==> src/rtl/sy_pkg.sv <==
// Shared types and constants for the FP writeback slice.
package sy_pkg;

   localparam int unsigned DWTH    = 64;
   localparam int unsigned FP_NREG = 32;
   localparam int unsigned IDXW    = 5;

   // Hazard sources checked by decode: rs1, rs2, rs3, rd (rd is the last slot).
   localparam int unsigned NSRC    = 4;
   localparam int unsigned RD_SLOT = 3;

   typedef struct packed {
      logic [IDXW-1:0] idx;
      logic [DWTH-1:0] data;
   } fp_wb_req_t;

   typedef enum logic [1:0] {
      WB_SRC_NONE,
      WB_SRC_LSU,
      WB_SRC_SKID,
      WB_SRC_FPU
   } wb_src_e;

   // Fixed-priority pick for the single FP register file write port.
   function automatic wb_src_e wb_pick(input logic lsu_vld, input logic skid_vld,
                                       input logic fpu_vld);
      if (lsu_vld)       return WB_SRC_LSU;
      else if (skid_vld) return WB_SRC_SKID;
      else if (fpu_vld)  return WB_SRC_FPU;
      else               return WB_SRC_NONE;
   endfunction

endpackage

==> src/rtl/sy_ppl_fp_wb_if.sv <==
// Decode / FPU / LSU / FP register file connections of the FP writeback block.
interface sy_ppl_fp_wb_if;
   import sy_pkg::*;

   logic            dec_fp_wb__alloc_en;
   logic [IDXW-1:0] dec_fp_wb__alloc_idx;
   logic            dec_fp_wb__rs1_vld;
   logic [IDXW-1:0] dec_fp_wb__rs1_idx;
   logic            dec_fp_wb__rs2_vld;
   logic [IDXW-1:0] dec_fp_wb__rs2_idx;
   logic            dec_fp_wb__rs3_vld;
   logic [IDXW-1:0] dec_fp_wb__rs3_idx;
   logic            dec_fp_wb__rd_vld;
   logic [IDXW-1:0] dec_fp_wb__rd_idx;
   logic            fp_wb_dec__stall;

   logic            fpu_fp_wb__vld;
   logic [IDXW-1:0] fpu_fp_wb__idx;
   logic [DWTH-1:0] fpu_fp_wb__data;
   logic            fp_wb_fpu__rdy;

   logic            lsu_fp_wb__vld;
   logic [IDXW-1:0] lsu_fp_wb__idx;
   logic [DWTH-1:0] lsu_fp_wb__data;

   logic            fp_wb_fp_reg__rdst_en;
   logic [IDXW-1:0] fp_wb_fp_reg__rdst_idx;
   logic [DWTH-1:0] fp_wb_fp_reg__rdst_data;

   // Surrounding pipeline side.
   modport master (
      output dec_fp_wb__alloc_en, dec_fp_wb__alloc_idx,
             dec_fp_wb__rs1_vld, dec_fp_wb__rs1_idx,
             dec_fp_wb__rs2_vld, dec_fp_wb__rs2_idx,
             dec_fp_wb__rs3_vld, dec_fp_wb__rs3_idx,
             dec_fp_wb__rd_vld,  dec_fp_wb__rd_idx,
             fpu_fp_wb__vld, fpu_fp_wb__idx, fpu_fp_wb__data,
             lsu_fp_wb__vld, lsu_fp_wb__idx, lsu_fp_wb__data,
      input  fp_wb_dec__stall, fp_wb_fpu__rdy,
             fp_wb_fp_reg__rdst_en, fp_wb_fp_reg__rdst_idx, fp_wb_fp_reg__rdst_data
   );

   // Writeback block side.
   modport slave (
      input  dec_fp_wb__alloc_en, dec_fp_wb__alloc_idx,
             dec_fp_wb__rs1_vld, dec_fp_wb__rs1_idx,
             dec_fp_wb__rs2_vld, dec_fp_wb__rs2_idx,
             dec_fp_wb__rs3_vld, dec_fp_wb__rs3_idx,
             dec_fp_wb__rd_vld,  dec_fp_wb__rd_idx,
             fpu_fp_wb__vld, fpu_fp_wb__idx, fpu_fp_wb__data,
             lsu_fp_wb__vld, lsu_fp_wb__idx, lsu_fp_wb__data,
      output fp_wb_dec__stall, fp_wb_fpu__rdy,
             fp_wb_fp_reg__rdst_en, fp_wb_fp_reg__rdst_idx, fp_wb_fp_reg__rdst_data
   );

endinterface

==> src/rtl/sy_ppl_fp_scoreboard.sv <==
// Pending-destination scoreboard for FP registers and the decode hazard stall.
// Optional macro SY_FP_WB_BYPASS_EN: sources matching the register being
// written this cycle are forwarded by the register file, and rd never stalls.
module sy_ppl_fp_scoreboard
   import sy_pkg::*;
(
   input  logic                      clk,
   input  logic                      rst,
   input  logic                      flush,
   input  logic                      set_en,
   input  logic [IDXW-1:0]           set_idx,
   input  logic                      clr_en,
   input  logic [IDXW-1:0]           clr_idx,
   input  logic [NSRC-1:0]           src_vld,
   input  logic [NSRC-1:0][IDXW-1:0] src_idx,
   output logic                      stall
);

   logic [FP_NREG-1:0] busy_q;
   logic [FP_NREG-1:0] busy_d;

   // Next busy vector: clear on writeback, set on alloc (set wins), flush wins over all.
   always_comb begin
      busy_d = busy_q;
      if (clr_en) busy_d[clr_idx] = 1'b0;
      if (set_en) busy_d[set_idx] = 1'b1;
      if (flush)  busy_d = '0;
   end

   // Busy register, discarded immediately on reset.
   always_ff @(posedge clk or posedge rst) begin
      if (rst) busy_q <= '0;
      else     busy_q <= busy_d;
   end

   // Stall when any used operand names a register still pending writeback.
   always_comb begin
      logic hit;
      stall = 1'b0;
      for (int unsigned i = 0; i < NSRC; i++) begin
         hit = src_vld[i] && busy_q[src_idx[i]];
`ifdef SY_FP_WB_BYPASS_EN
         if ((i == RD_SLOT) || (clr_en && (clr_idx == src_idx[i]))) hit = 1'b0;
`endif
         stall = stall | hit;
      end
   end

endmodule

==> src/rtl/sy_ppl_fp_wb.sv <==
// FP writeback arbiter: merges LSU FP loads (no back-pressure) and FPU results
// (valid/ready with a one-entry skid) onto the FP register file write port,
// and tracks pending destinations for decode hazard stalls.
// Optional macro SY_FP_WB_BYPASS_EN (see sy_ppl_fp_scoreboard).
module sy_ppl_fp_wb
   import sy_pkg::*;
(
   input logic           clk_i,
   input logic           rst_i,
   input logic           flush_i,
   sy_ppl_fp_wb_if.slave bus
);

   fp_wb_req_t fpu_req;
   fp_wb_req_t lsu_req;
   fp_wb_req_t skid_q;
   fp_wb_req_t skid_d;
   fp_wb_req_t wr_req;
   logic       skid_vld_q;
   logic       skid_vld_d;
   logic       fpu_xfer;
   logic       wr_en;
   wb_src_e    wr_src;

   assign fpu_req = '{idx: bus.fpu_fp_wb__idx, data: bus.fpu_fp_wb__data};
   assign lsu_req = '{idx: bus.lsu_fp_wb__idx, data: bus.lsu_fp_wb__data};

   // Ready depends only on the skid flop, so the FPU sees no combinational path.
   assign bus.fp_wb_fpu__rdy = ~skid_vld_q;
   assign fpu_xfer           = bus.fpu_fp_wb__vld & ~skid_vld_q;

   // Write port mux: LSU first, then the skid entry, then the FPU directly.
   always_comb begin
      wr_src = wb_pick(bus.lsu_fp_wb__vld, skid_vld_q, bus.fpu_fp_wb__vld);
      wr_en  = 1'b0;
      wr_req = '0;
      unique case (wr_src)
         WB_SRC_LSU:  begin wr_en = 1'b1; wr_req = lsu_req; end
         WB_SRC_SKID: begin wr_en = 1'b1; wr_req = skid_q;  end
         WB_SRC_FPU:  begin wr_en = 1'b1; wr_req = fpu_req; end
         WB_SRC_NONE: begin wr_en = 1'b0; wr_req = '0;      end
      endcase
   end

   assign bus.fp_wb_fp_reg__rdst_en   = wr_en;
   assign bus.fp_wb_fp_reg__rdst_idx  = wr_req.idx;
   assign bus.fp_wb_fp_reg__rdst_data = wr_req.data;

   // Skid next state: drains when it owns the port, captures an accepted FPU
   // result that lost the port to the LSU; flush drops the entry.
   always_comb begin
      skid_vld_d = skid_vld_q;
      skid_d     = skid_q;
      if (skid_vld_q) begin
         if (!bus.lsu_fp_wb__vld) skid_vld_d = 1'b0;
      end else if (fpu_xfer && bus.lsu_fp_wb__vld) begin
         skid_vld_d = 1'b1;
         skid_d     = fpu_req;
      end
      if (flush_i) skid_vld_d = 1'b0;
   end

   // Skid buffer registers.
   always_ff @(posedge clk_i or posedge rst_i) begin
      if (rst_i) begin
         skid_vld_q <= 1'b0;
         skid_q     <= '0;
      end else begin
         skid_vld_q <= skid_vld_d;
         skid_q     <= skid_d;
      end
   end

   sy_ppl_fp_scoreboard u_scoreboard (
      .clk     (clk_i),
      .rst     (rst_i),
      .flush   (flush_i),
      .set_en  (bus.dec_fp_wb__alloc_en),
      .set_idx (bus.dec_fp_wb__alloc_idx),
      .clr_en  (wr_en),
      .clr_idx (wr_req.idx),
      .src_vld ({bus.dec_fp_wb__rd_vld, bus.dec_fp_wb__rs3_vld,
                 bus.dec_fp_wb__rs2_vld, bus.dec_fp_wb__rs1_vld}),
      .src_idx ({bus.dec_fp_wb__rd_idx, bus.dec_fp_wb__rs3_idx,
                 bus.dec_fp_wb__rs2_idx, bus.dec_fp_wb__rs1_idx}),
      .stall   (bus.fp_wb_dec__stall)
   );

endmodule

==> src/flat_wrapper.sv <==
// flat-port wrapper written by rule: the top's interface ports become plain ports
module sy_ppl_fp_wb_flat import sy_pkg::*;
  (clk_i, rst_i, flush_i, bus_dec_fp_wb__alloc_en, bus_dec_fp_wb__alloc_idx, bus_dec_fp_wb__rs1_vld, bus_dec_fp_wb__rs1_idx, bus_dec_fp_wb__rs2_vld, bus_dec_fp_wb__rs2_idx, bus_dec_fp_wb__rs3_vld, bus_dec_fp_wb__rs3_idx, bus_dec_fp_wb__rd_vld, bus_dec_fp_wb__rd_idx, bus_fpu_fp_wb__vld, bus_fpu_fp_wb__idx, bus_fpu_fp_wb__data, bus_lsu_fp_wb__vld, bus_lsu_fp_wb__idx, bus_lsu_fp_wb__data, bus_fp_wb_dec__stall, bus_fp_wb_fpu__rdy, bus_fp_wb_fp_reg__rdst_en, bus_fp_wb_fp_reg__rdst_idx, bus_fp_wb_fp_reg__rdst_data);
  sy_ppl_fp_wb_if bus_i ();
  input logic clk_i;
  input logic rst_i;
  input logic flush_i;
  input wire logic [$bits(bus_i.dec_fp_wb__alloc_en)-1:0] bus_dec_fp_wb__alloc_en;
  input wire logic [$bits(bus_i.dec_fp_wb__alloc_idx)-1:0] bus_dec_fp_wb__alloc_idx;
  input wire logic [$bits(bus_i.dec_fp_wb__rs1_vld)-1:0] bus_dec_fp_wb__rs1_vld;
  input wire logic [$bits(bus_i.dec_fp_wb__rs1_idx)-1:0] bus_dec_fp_wb__rs1_idx;
  input wire logic [$bits(bus_i.dec_fp_wb__rs2_vld)-1:0] bus_dec_fp_wb__rs2_vld;
  input wire logic [$bits(bus_i.dec_fp_wb__rs2_idx)-1:0] bus_dec_fp_wb__rs2_idx;
  input wire logic [$bits(bus_i.dec_fp_wb__rs3_vld)-1:0] bus_dec_fp_wb__rs3_vld;
  input wire logic [$bits(bus_i.dec_fp_wb__rs3_idx)-1:0] bus_dec_fp_wb__rs3_idx;
  input wire logic [$bits(bus_i.dec_fp_wb__rd_vld)-1:0] bus_dec_fp_wb__rd_vld;
  input wire logic [$bits(bus_i.dec_fp_wb__rd_idx)-1:0] bus_dec_fp_wb__rd_idx;
  input wire logic [$bits(bus_i.fpu_fp_wb__vld)-1:0] bus_fpu_fp_wb__vld;
  input wire logic [$bits(bus_i.fpu_fp_wb__idx)-1:0] bus_fpu_fp_wb__idx;
  input wire logic [$bits(bus_i.fpu_fp_wb__data)-1:0] bus_fpu_fp_wb__data;
  input wire logic [$bits(bus_i.lsu_fp_wb__vld)-1:0] bus_lsu_fp_wb__vld;
  input wire logic [$bits(bus_i.lsu_fp_wb__idx)-1:0] bus_lsu_fp_wb__idx;
  input wire logic [$bits(bus_i.lsu_fp_wb__data)-1:0] bus_lsu_fp_wb__data;
  output wire logic [$bits(bus_i.fp_wb_dec__stall)-1:0] bus_fp_wb_dec__stall;
  output wire logic [$bits(bus_i.fp_wb_fpu__rdy)-1:0] bus_fp_wb_fpu__rdy;
  output wire logic [$bits(bus_i.fp_wb_fp_reg__rdst_en)-1:0] bus_fp_wb_fp_reg__rdst_en;
  output wire logic [$bits(bus_i.fp_wb_fp_reg__rdst_idx)-1:0] bus_fp_wb_fp_reg__rdst_idx;
  output wire logic [$bits(bus_i.fp_wb_fp_reg__rdst_data)-1:0] bus_fp_wb_fp_reg__rdst_data;
  assign bus_i.dec_fp_wb__alloc_en = bus_dec_fp_wb__alloc_en;
  assign bus_i.dec_fp_wb__alloc_idx = bus_dec_fp_wb__alloc_idx;
  assign bus_i.dec_fp_wb__rs1_vld = bus_dec_fp_wb__rs1_vld;
  assign bus_i.dec_fp_wb__rs1_idx = bus_dec_fp_wb__rs1_idx;
  assign bus_i.dec_fp_wb__rs2_vld = bus_dec_fp_wb__rs2_vld;
  assign bus_i.dec_fp_wb__rs2_idx = bus_dec_fp_wb__rs2_idx;
  assign bus_i.dec_fp_wb__rs3_vld = bus_dec_fp_wb__rs3_vld;
  assign bus_i.dec_fp_wb__rs3_idx = bus_dec_fp_wb__rs3_idx;
  assign bus_i.dec_fp_wb__rd_vld = bus_dec_fp_wb__rd_vld;
  assign bus_i.dec_fp_wb__rd_idx = bus_dec_fp_wb__rd_idx;
  assign bus_i.fpu_fp_wb__vld = bus_fpu_fp_wb__vld;
  assign bus_i.fpu_fp_wb__idx = bus_fpu_fp_wb__idx;
  assign bus_i.fpu_fp_wb__data = bus_fpu_fp_wb__data;
  assign bus_i.lsu_fp_wb__vld = bus_lsu_fp_wb__vld;
  assign bus_i.lsu_fp_wb__idx = bus_lsu_fp_wb__idx;
  assign bus_i.lsu_fp_wb__data = bus_lsu_fp_wb__data;
  assign bus_fp_wb_dec__stall = bus_i.fp_wb_dec__stall;
  assign bus_fp_wb_fpu__rdy = bus_i.fp_wb_fpu__rdy;
  assign bus_fp_wb_fp_reg__rdst_en = bus_i.fp_wb_fp_reg__rdst_en;
  assign bus_fp_wb_fp_reg__rdst_idx = bus_i.fp_wb_fp_reg__rdst_idx;
  assign bus_fp_wb_fp_reg__rdst_data = bus_i.fp_wb_fp_reg__rdst_data;
  sy_ppl_fp_wb u_core (.clk_i(clk_i), .rst_i(rst_i), .flush_i(flush_i), .bus(bus_i));
endmodule
==> config.mk <==
export PLATFORM = sky130hd
export DESIGN_NAME = sy_ppl_fp_wb_flat
export DESIGN_NICKNAME = d
export VERILOG_FILES = /design/src/rtl/sy_pkg.sv /design/src/rtl/sy_ppl_fp_wb_if.sv /design/src/rtl/sy_ppl_fp_scoreboard.sv /design/src/rtl/sy_ppl_fp_wb.sv /design/src/flat_wrapper.sv
export SDC_FILE = /design/constraint.sdc
export NUM_CORES = 1
export LEC_CHECK = 0
export BUFFER_PORTS_ARGS = -buffer_cell sky130_fd_sc_hd__buf_2
export CAP_MARGIN = 15
export CORE_UTILIZATION = 55
export CTS_CLUSTER_DIAMETER = 40
export DETAILED_ROUTE_END_ITERATION = 10
export PLACE_DENSITY = 0.87
export SLEW_MARGIN = 20
export SYNTH_ARGS = -nofsm -noshare
export SYNTH_HDL_FRONTEND = slang
export SYNTH_SLANG_ARGS = --single-unit
==> constraint.sdc <==
create_clock -name clk_i -period 5.2 [get_ports clk_i]
set_clock_uncertainty 0.15 [all_clocks]
set_input_delay 0 -clock clk_i [delete_from_list [all_inputs] [get_ports clk_i]]
set_output_delay 0 -clock clk_i [all_outputs]
set_load 0.1 [all_outputs]
==> results of run 1 <==
-- cell usage in the layout (no fill, tap or decap), drive strengths merged, types with 2 or more instances in the layout --
cell,instances
nor2,7
a221oi,2
bufinv,2
inv,8
clkbuf,11
mux4,31
o21ai,96
nor2b,6
diode,2
mux2i,13
nand2,108
mux2,74
nand3,4
dfrtp,102
nand3b,12
a31o,2
and3,66
and3b,2
nor3,2
a31oi,4
a21oi,96
dlygate4sd3,80
nor3b,5
or3,2
clkinv,3
buf,249
-- registers in the layout, summed over array words and instances (netlist names) --
register,count
u_core.skid_q,69
u_core.u_scoreboard.busy_q,32
u_core.skid_vld_q,1
-- worst register-to-register path, cell delays in order, from the launching register on --
cell	delay, ns
dfrtp_2	0.40
inv_1	0.05
buf_4	0.47
nand3_4	0.90
mux2_2	0.65
-- final cells by class --
type                    count  area [um^2]
clock inverters             5         82.6
well taps                 147          184
multi-input cells         543         3920
fillers                   774         2940
diodes                      2         5.00
repair buffers            329         2060
inverters                   8         32.5
flip-flops and latches    102         2550
clock buffers              11          233
-- layer usage --
metal	wire, um	global-route usage [%]
met5	0	0
met4	1010	20.8
met3	1720	6.43
met2	10700	55.7
met1	8430	41.4
-- stage by stage --
stage / std cells / power (mW) / hold WS, ns / setup slack [ns] / cell area (um^2)
after floorplan: 715 / 1.58 / 0.000565 / 1.04 / 6760
after global placement: 1049 / 1.74 / -0.0169 / 2.56 / 7950
after detailed placement: 1049 / 1.76 / -0.00910 / 2.56 / 7950
after CTS: 1145 / 2.52 / 0.0190 / 2.54 / 9060
after global routing: 1147 / 2.64 / 0.0642 / 2.36 / 9070
final: 1147 / 2.55 / 0.0261 / 2.48 / 9070
-- how the worst max path moves through the flow --
stage / start / end / slack, ns / cells past startpoint
3_5_place_dp: u_core.skid_vld_q / u_core.skid_q[7] / 2.56 / 4
2_1_floorplan: u_core.skid_vld_q / bus_fp_wb_fp_reg__rdst_data[16] / 1.04 / 6
3_3_place_gp: u_core.skid_vld_q / u_core.skid_q[14] / 2.56 / 4
4_1_cts: u_core.skid_vld_q / u_core.skid_q[18] / 2.54 / 4
6_report: u_core.skid_vld_q / u_core.skid_q[8] / 2.48 / 4
5_1_grt: u_core.skid_vld_q / u_core.skid_q[7] / 2.36 / 4
-- power by group --
part           total [mW]  switching [mW]  internal (mW)
combinational       0.876           0.608          0.269
clock               0.724           0.300          0.425
sequential          0.947          0.0585          0.888
total                2.55           0.966           1.58
-- cells by family (layout without fill, tap and decap cells) --
| logic type | Yosys count | after routing | share of synthesized area (%) |
|---|---|---|---|
| buffers and inverters | 70 | 353 | 4.51 |
| muxes | 118 | 118 | 25.3 |
| other | 0 | 2 | 0 |
| AOI/OAI and AO/OA | 207 | 207 | 16.2 |
| DFF | 102 | 102 | 37.7 |
| and+or+nand+nor | 218 | 218 | 16.2 |
==> flow_summary.toml, run 1 <==
[worst_setup_path]
required_ns = 5.27
r2r_setup_slack_ns = 2.48
path_cells = "inv_1 -> buf_4 -> nand3_4 -> mux2_2"
timing.rr.end = "u_core.skid_q[8]"
setup.worst_path.start_class = "flop"
cpPeakStageDelay_ns = 0.89
reg2regPathDepth = 4
crit_type = "reg -> reg"
rr_startpoint = "u_core.skid_vld_q"
worst-path-buf-inv = 2
end_kind = "flop"
slowest_stage = "nand3_4"
cpLargestDelayFamily = "simple AND/OR/NAND/NOR gates"
worst_ep_arrival_time_ns = 2.79
path_max_fanout = 69

[route]
ant_nets = 0
drc = 0
vias = 7095
firstDrtPassIters = 5
viasPerCell = 6.19
wl_per_cell_um = 19.1
drt_iter0_drc = 588
wirelength_um = 21900

[clock_tree]
clkTransAtPathRegs_ns = 0.08
hold_buffers = 80
post_cts_buffers = 0
cts_resized = 0
clk_path_buf_depth = 2
cts_buffers = 9
clock_sinks = 102
root_buffer = "clkbuf_16"
clk_latency_ns = 0.34
htreeDepth = 3
cts_tree = "yes"

[timing]
finalSetupViolCount = 0
post-route-min-period_ns = 2.72
finalMaxSlewViolations = 0
rsz0062_at_grt = "false"
fin_tns_setup_ns = 0
fmax_mhz = 367
finalHoldViolations = 0
worstMarginPinSlew_ns = 1.01
fin_crit_sh_pct = 52.3
relSlewSlack_pct = 33.0

[pwr]
peakVddDrop_uv = 179
p_per_area_nw_per_um2 = 281
leakage_nw = 4.34

[die]
die_h_um = 113
initial_core_util_pct = 56.3
io_pins = 245
core_area_um2 = 12000
placementRows = 40
die_w_um = 113
die-area_um2 = 12700

[synthesis]
seq_area_frac_synth_pct = 37.7
synth.net_count = 888
async_flop_share_pct = 100
synth_top_area_share_pct = 37.7
yosys_warnings = 0
avgSynthCellArea_um2 = 9.46
synth-seq-cells = 102
yosysMostFrequentCell = "nand2_1"
syn-cell-area_um2 = 6760
yosysUniqueCellTypes = 41
synthTopCellsByCount = "nand2_1 (108), dfrtp_1 (102), a21oi_1 (96)"
syn_inst = 715
synth_area_leaders = "dfrtp_1 (38%), mux2_2 (12%), a21oi_1 (7.1%)"
synth_ff_type = "dfrtp_1"
synth_top_area_cell = "dfrtp_1"
synth_edf_count = 0

[global_route]
antenna_found_initial = 2
grt_overflow = 0
grt_max_degree = 81
grt_pass1_vias = 6823
grt_pass1_wl_um = 33800
grt_use_total_pct = 33.8

[cells_and_area]
drive_gt1_share_pct = 36.5
fin_nets = 1166
fin_util_pct = 75.5
syn2layout_area_growth_pct = 34.2

[min_path]
hp-class = "in -> reg"
min_path_cells = 4
min_from = "bus_dec_fp_wb__alloc_en"
hold_end = "u_core.u_scoreboard.busy_q[0]"

[placed_design]
portBuffers = 244
gp_congestion = 0.888
hpwl_um = 13600

[flow_run]
cap_violations = 0

[run_status]
status = "finished, final reports clean"
No activity file was read; power rests on OpenSTA's default activity.
==> run 2: changes to the inputs <==
Settings changed: CORE_UTILIZATION 55 to 51, PLACE_DENSITY 0.87 to 0.82.
Clock period 5.2 ns to 2.6 ns, I/O delays scaled along.
==> run 2 against run 1 <==
  * Register-to-register slack worse by 2.0 ns
  * Largest cell class unchanged
  * Critical path type is now reg -> out
  * Clock power is 120% higher
  * Combinational power grew to 2.5 times the previous value
  * Non-clock buffer count is 7 higher
  * Critical endpoint is now bus_fp_wb_dec__stall
  * Cell count is 3.1% higher
  * Flip-flop and latch count stayed put
==> flow_summary.toml, run 2 (synthesized netlist as in run 1, its figures left out) <==
[timing]
finalHoldViolations = 0
finalSetupViolCount = 0
post-route-min-period_ns = 2.44
fin_crit_sh_pct = 94.0
relSlewSlack_pct = 40.2
fmax_mhz = 409
rsz0062_at_grt = "false"
worstMarginPinSlew_ns = 0.894
fin_tns_setup_ns = 0
finalMaxSlewViolations = 0

[pwr]
p_per_area_nw_per_um2 = 546
leakage_nw = 4.79
peakVddDrop_uv = 424
totalPowerFinal_mw = 5.73

[cells_and_area]
fill_cells = 644
drive_gt1_share_pct = 43.1
reg.largest.list = "u_core.skid_q (69), u_core.u_scoreboard.busy_q (32), u_core.skid_vld_q (1)"
regMostFlops = "u_core.skid_q"
fin_util_pct = 82.1
mostFrequentLayoutCells = "buf_2 (177), nand2_1 (108), dfrtp_1 (101), a21oi_1 (96), dlygate4sd3_1 (81)"
layout_commonest_cell = "buf_2"
syn2layout_area_growth_pct = 55.1
final_cell_area_um2 = 10500
largest_register_ffs = 69
final_cell_count_no_fill = 1182
fin_nets = 1173

[clock_tree]
clkTransAtPathRegs_ns = 0.07
clk_latency_ns = 0.35
clock_sinks = 102
cts_buffers = 9
post_cts_buffers = 0
clk_path_buf_depth = 2
htreeDepth = 3
root_buffer = "clkbuf_16"
cts_tree = "yes"

[die]
die_w_um = 117
die-area_um2 = 13700
initial_core_util_pct = 52.9
placementRows = 41
io_pins = 245
die_h_um = 117
core_area_um2 = 12800

[global_route]
grt_use_total_pct = 40.9
grt_pass1_wl_um = 41600
grt.busiest_layer = "met2"
grtUsageMet2_pct = 69.5
grt_pass1_vias = 7877
antenna_found_initial = 4
globalRouteMet1Util_pct = 45.3
grt_overflow = 0
groute.layer.met3.usage_pct = 13.3
grt_max_degree = 84

[worst_setup_path]
timing.rr.end = "u_core.u_scoreboard.busy_q[21]"
worst_ep_arrival_time_ns = 2.29
path_cells = "mux4_1 -> mux2i_1 -> o221ai_1 -> a221oi_2 -> nand4_1 -> buf_4"
reg2regPathDepth = 5
rr_startpoint = "u_core.skid_vld_q"
end_kind = "primary output"
slowest_stage = "mux4_1"
required_ns = 2.45
cpPeakStageDelay_ns = 0.49
r2r_setup_slack_ns = 0.52
path_max_fanout = 5
setup.worst_path.start_class = "flop"
crit_type = "reg -> out"

[min_path]
min_path_cells = 2
min_from = "flush_i"
hp-class = "in -> reg"
hold_end = "u_core.u_scoreboard.busy_q[0]"

[placed_design]
portBuffers = 244
place_inst = 1079
place_area_um2 = 9290
gp_congestion = 0.891
hpwl_um = 16100

[route]
firstDrtPassIters = 5
viasPerCell = 6.35
wl_per_cell_um = 23.1
drt_iter0_drc = 798
ant_nets = 0
wirelength_um = 27300
drc = 0
vias = 7501

[flow_run]
cap_violations = 0

[run_status]
status = "finished, final reports clean"
-- run 2: changes by cell type in the layout (fill, tap and decap cells not counted), moves of 3 or more --
cell	delta
o21ai_2	+60
o21ai_0	-64
buf_12	+68
diode_2	+3
buf_2	-66
o21ai_1	+4
-- run 2: cell type report --
class	count	area, um^2	area share (%)
Clock buffer	9	225	2.15
Tap cell	172	215	2.05
Clock inverter	7	120	1.15
Multi-Input combinational cell	543	4170	39.8
Inverter	8	33.8	0.322
Timing Repair Buffer	336	3160	30.1
Sequential cell	102	2550	24.3
Antenna cell	5	12.5	0.119
-- run 2: worst max-delay path: cells and delay by family, from the launching register on --
kind	cells	cell delay [ns]
flops	1	0.42
simple gates	1	0.12
buf+inv	1	0.25
compound gates	2	0.45
mux	2	0.70
-- run 2: what timing repair did --
action / 4_1_cts / 5_1_grt
hold buffers: 81 / 0
resized for setup: 0 / 2
endpoints found under the setup margin: 0 / 1
hold endpoints to repair: 197 / 0
-- run 2: through the flow --
| stage | setup WS, ns | hold slack (ns) |
|---|---|---|
| final | 0.157 | 0.0484 |
| after global routing | 0.0402 | 0.0608 |
| after CTS | 0.137 | 0.0185 |
| after detailed placement | 0.525 | -0.211 |
| after global placement | 0.568 | -0.210 |
| after floorplan | -0.275 | 0.000565 |
-- run 2: worst max path at each step --
stage	start	to	slack (ns)	cells past startpoint
4_1_cts	u_core.u_scoreboard.busy_q[18]	bus_fp_wb_dec__stall	0.14	6
2_1_floorplan	u_core.skid_vld_q	bus_fp_wb_fp_reg__rdst_data[16]	-0.28	6
5_1_grt	u_core.u_scoreboard.busy_q[29]	bus_fp_wb_dec__stall	0.04	6
6_report	u_core.u_scoreboard.busy_q[30]	bus_fp_wb_dec__stall	0.16	6
3_5_place_dp	u_core.u_scoreboard.busy_q[18]	bus_fp_wb_dec__stall	0.53	6
3_3_place_gp	u_core.u_scoreboard.busy_q[10]	bus_fp_wb_dec__stall	0.57	6
-- run 2: power by group --
group / internal, mW / switching [mW]
Clock: 0.946 / 0.647
Combinational: 0.849 / 1.38
Sequential: 1.78 / 0.132
Total: 3.57 / 2.15
-- run 2: metal layers --
layer | vias up | wire length [um]
met5 | - | 0
met4 | 0 | 1260
met3 | 125 | 2560
met2 | 521 | 13700
met1 | 3645 | 9710
li1 | 3210 | -
